$ cat src/rtl/multi_counter_bank.sv
// Bank of independent up/down counters with load, clear, sticky overflow
// and an atomic all-channel snapshot register. Channel 0 packs into the MSBs.
module multi_counter_bank #(
    parameter int WIDTH    = 8,
    parameter int NUM_CH   = 2,
    parameter bit SATURATE = 1'b0
) (
    input  logic                    clk,
    input  logic                    rst,
    input  logic                    clear,
    input  logic [NUM_CH-1:0]       en,
    input  logic [NUM_CH-1:0]       up,
    input  logic [NUM_CH-1:0]       load,
    input  logic [NUM_CH*WIDTH-1:0] load_val,
    input  logic                    snap,
    output logic [NUM_CH*WIDTH-1:0] result,
    output logic [NUM_CH-1:0]       tc,
    output logic [NUM_CH-1:0]       ovf,
    output logic [NUM_CH*WIDTH-1:0] snap_result,
    output logic                    snap_valid
);

    localparam logic [WIDTH-1:0] MAX_VAL = '1;

    logic [NUM_CH*WIDTH-1:0] r_snap;
    logic                    r_snap_vld;

    for (genvar gi = 0; gi < NUM_CH; gi++) begin : g_ch
        localparam int HI = (NUM_CH - gi) * WIDTH - 1;

        logic [WIDTH-1:0] r_cnt;
        logic             r_tc;
        logic             r_ovf;
        logic [WIDTH-1:0] w_ld;
        logic [WIDTH-1:0] w_step;
        logic             w_bound;

        assign w_ld    = load_val[HI -: WIDTH];
        assign w_bound = up[gi] ? (r_cnt == MAX_VAL) : (r_cnt == '0);
        // Plain modulo step also yields the wrap value at either boundary
        assign w_step  = up[gi] ? r_cnt + 1'b1 : r_cnt - 1'b1;

        always_ff @(posedge clk) begin
            if (rst) begin
                r_cnt <= '0;
                r_tc  <= 1'b0;
                r_ovf <= 1'b0;
            end else if (clear) begin
                r_cnt <= '0;
                r_tc  <= 1'b0;
                r_ovf <= 1'b0;
            end else if (load[gi]) begin
                r_cnt <= w_ld;
                r_tc  <= 1'b0;
            end else if (en[gi]) begin
                if (w_bound) begin
                    r_tc  <= 1'b1;
                    r_ovf <= 1'b1;
                    if (!SATURATE) begin
                        r_cnt <= w_step;
                    end
                end else begin
                    r_cnt <= w_step;
                    r_tc  <= 1'b0;
                end
            end else begin
                r_tc <= 1'b0;
            end
        end

        assign result[HI -: WIDTH] = r_cnt;
        assign tc[gi]              = r_tc;
        assign ovf[gi]             = r_ovf;
    end

    // Capture the pre-edge values of every channel in one shot
    always_ff @(posedge clk) begin
        if (rst) begin
            r_snap     <= '0;
            r_snap_vld <= 1'b0;
        end else begin
            r_snap_vld <= snap;
            if (snap) begin
                r_snap <= result;
            end
        end
    end

    assign snap_result = r_snap;
    assign snap_valid  = r_snap_vld;

endmodule

$ cat config.mk
export PLATFORM = sky130hd
export DESIGN_NAME = multi_counter_bank
export DESIGN_NICKNAME = d
export VERILOG_FILES = /design/src/rtl/multi_counter_bank.sv
export SDC_FILE = /design/constraint.sdc
export NUM_CORES = 1
export LEC_CHECK = 0
export CAP_MARGIN = 20
export CORE_ASPECT_RATIO = 0.7
export CORE_MARGIN = 5
export CORE_UTILIZATION = 43
export DETAILED_ROUTE_END_ITERATION = 10
export PLACE_DENSITY = 0.79
export SYNTH_ARGS = -nofsm -noshare
export SYNTH_HDL_FRONTEND = slang
export SYNTH_SLANG_ARGS = --single-unit
$ cat constraint.sdc
create_clock -name clk -period 1.7 [get_ports clk]
set_clock_uncertainty 0.15 [all_clocks]
set_input_delay 0.34 -clock clk [delete_from_list [all_inputs] [get_ports clk]]
set_output_delay 0.34 -clock clk [all_outputs]
set_load 0.03 [all_outputs]
==> summary.md <==
| Metric | Value |
|---|---|
| Die height | `70.3 um` |
| GR Util All Layers | `22.1%` |
| DR iter-0 viols | `249` |
| Post-layout nets | `410` |
| Max Fclk | `0.556 GHz` |
| CTS max path bufs | `2` |
| Pwr dens | `669 nW/um^2` |
| Std-Cell Rows | `22` |
| Failing checks | `negative setup slack` |
| Clock sinks | `37` |
| Final Hold Fails | `0` |
| Req. time, crit path | `1740 ps` |
| Slew Limit Headroom | `72.8%` |
| Final WS setup | `-98.5 ps` |
| Die width | `96.2 um` |
| Arrival @ worst endpoint | `1830 ps` |
| Core Footprint | `5150 um^2` |
| Vias | `2494` |
| CP max stage cell | `dfxtp_4` |
| Worst Setup End Kind | `register` |
| Max-cap violations | `0` |
| # diodes | `0` |
| Post-Syn Area | `2230 um^2` |
| Seq/Total Area, Yosys | `33.1%` |
| Critical path's largest stage delay | `370 ps` |
| RSZ-0062 raised after global routing | `true` |
| H-tree Lvls | `2` |
| Min Tclk post-route | `1800 ps` |
| Worst Path Buf+Inv | `0` |
| Root buf cell | `clkbuf_8` |
| Worst path cell trace | `fa_2, a21o_1, a221o_1, mux2i_1, nand2b_1` |
| Initial core utilization | `43.4%` |
| Placer congestion estimate | `0.992` |
| Delay-heaviest family, CP | `compound AO/OA/AOI/OAI gates` |
| Gr ovfl total | `0` |
| Routed Antenna Nets | `0` |
| Setup Crit Path Kind | `reg2reg` |
| CTS tree | `built` |
| WL per Instance | `18.2 um` |
| Cell variety after synth | `40` |
| DRT Wirelength | `8.07 mm` |
| Peak supply drop | `0.000455 V` |
| Top-Level Pins | `63` |
| Total CTS buffers | `5` |
| Detailed placement HPWL | `5.22 mm` |
| Area grow syn2layout | `65.3%` |
| FILL cells | `383` |
| First-pass GRT wire length | `11.5 mm` |
| Post-layout utilization of the core | `71.8%` |
| # port buffers | `62` |
| Syn Inst Count | `256` |
| Yosys reg bits | `37` |
| Fin. max-slew vios | `0` |
| Share of cells above drive strength 1 | `33.7%` |
| Tcrit/Tclk final | `106%` |
| Final setup viols | `3` |
| Synth warnings | `0` |
| Clock transition at path regs | `80 ps` |
| Die area | `6760 um^2` |
| Slew @ Worst Pin | `405 ps` |
| Final TNS setup | `-181 ps` |
| Critical Path Fanout Max | `4` |
| HP Class | `reg2reg` |
| # DRC | `0` |
| Iteration count of the initial detailed-routing pass | `5` |
| Vias per cell | `5.63` |
| Worst-skew pair later-pin latency | `300 ps` |
| Post-Syn Area per Cell | `8.73 um^2` |
| Vias in the first global route | `2369` |
| Worst Setup Start Kind | `register` |
| Initial antenna violation count | `0` |
| Outcome | `finished, violations left` |
| Leak | `1.67 nW` |
| Synth Net Count | `296` |
| Pin count of the biggest net entering global routing | `20` |
per-layer routing:
metal | routed length [um] | track usage (%)
met1 | 3500 | 30.7
met2 | 3650 | 33.8
met3 | 767 | 4.84
met4 | 151 | 6.78
met5 | 0 | 0
cell families after synthesis:
group / Yosys count / synth area share, %
compound gates: 56 / 16.9
xor+xnor: 6 / 2.35
fa+ha+maj: 14 / 8.51
buf+inv: 22 / 4.59
flops: 37 / 33.1
mux: 21 / 9.41
simple gates: 100 / 25.1
registers in the layout, indices dropped and copies added, names as in the netlist:
register     count
g_ch.r_ovf       2
g_ch.r_tc        2
snap_result     16
snap_valid       1
g_ch.r_cnt      16
report_power, final:
part           internal (mW)  total, mW  switching, mW
sequential             0.898      0.936         0.0379
clock                  0.439      0.794          0.354
combinational          0.367      0.742          0.375
layout by cell type, fill, tap and decap left out, drive strengths merged, types with 12 or more instances in the layout:
cell | synthesis | final
nor2 | 30 | 30
dlygate4sd2 | 0 | 38
nand3 | 12 | 12
buf | 9 | 65
nor3b | 12 | 12
clkdlybuf4s50 | 0 | 17
ha | 12 | 12
mux2i | 21 | 21
a21oi | 29 | 29
dfxtp | 37 | 37
final cells by class:
| class | instances | area [um^2] | area share [%] |
|---|---|---|---|
| Multi-Input combinational cell | 197 | 1640 | 44.5 |
| Timing Repair Buffer | 125 | 1050 | 28.5 |
| Sequential cell | 37 | 768 | 20.8 |
| Tap cell | 72 | 90.1 | 2.44 |
| Clock buffer | 5 | 68.8 | 1.86 |
| Clock inverter | 3 | 46.3 | 1.25 |
| Inverter | 4 | 25.0 | 0.678 |
Yosys cell counts (all sizes together):
cell	count	area share [%]
nand2b	1	0.28
o211ai	1	0.34
or2	3	0.84
clkbuf	9	1.6
a2111o	4	2.0
a211o	3	1.2
a211oi	7	2.4
nor4	5	1.4
inv	4	0.67
nor3b	12	4.0
o21a	2	0.67
or3b	2	0.78
fa	2	1.8
o211a	2	0.90
xnor2	6	2.4
dfxtp	37	33
a21o	3	1.0
a2111oi	1	0.39
and3	2	0.56
ha	12	6.7
nand3b	5	1.7
a2bb2oi	2	0.78
nor2	30	5.0
nand4	1	0.28
nor3	6	1.3
and4	2	0.78
or4b	4	1.8
or3	1	0.28
buf	9	2.3
nand2	7	1.2
a21oi	29	6.5
mux2i	21	9.4
a31oi	1	0.28
nor4b	2	0.78
a221o	1	0.45
nor2b	5	1.4
nand3	12	2.7
metrics by stage:
step           power (mW)  std cells  setup slack [ps]  hold WS (ps)  area, um^2
3_5_place_dp         1.59        420              -792           297        3250
2_1_floorplan        1.29        256              -108           278        2250
6_report             2.47        443             -98.5           322        3690
3_3_place_gp         1.57        420              -702           286        3250
4_1_cts              2.39        437             -40.5           323        3520
5_1_grt              2.56        443              -134           354        3690
worst register-to-register path, stage by stage, from the launching register on:
cell and delay (ps):
dfxtp_4 370, fa_2 360, a21o_1 180, a221o_1 320, mux2i_1 220, nand2b_1 90
repair_timing:
item | 4_1_cts | 5_1_grt
endpoints found under the setup margin | 56 | 15
gates resized for setup | 77 | 33
hold buffers | 0 | 0
endpoints found under the hold margin | 0 | 0
buffers inserted | 9 | 6
pin swaps | 20 | 14
worst paths after layout:
kind	from	to	slack, ps	depth (start not counted)
setup / recovery	g_ch[1].r_cnt[0]$_SDFFE_PP0P_	g_ch[1].r_cnt[6]$_SDFFE_PP0P_	-100	5
hold / removal	g_ch[0].r_ovf$_SDFFE_PP0P_	g_ch[0].r_ovf$_SDFFE_PP0P_	320	1
setup reg to reg	g_ch[1].r_cnt[0]$_SDFFE_PP0P_	g_ch[1].r_cnt[6]$_SDFFE_PP0P_	-100	5
hold reg to reg	g_ch[0].r_ovf$_SDFFE_PP0P_	g_ch[0].r_ovf$_SDFFE_PP0P_	320	1
Note: power is estimated with default switching activity, not from simulation.
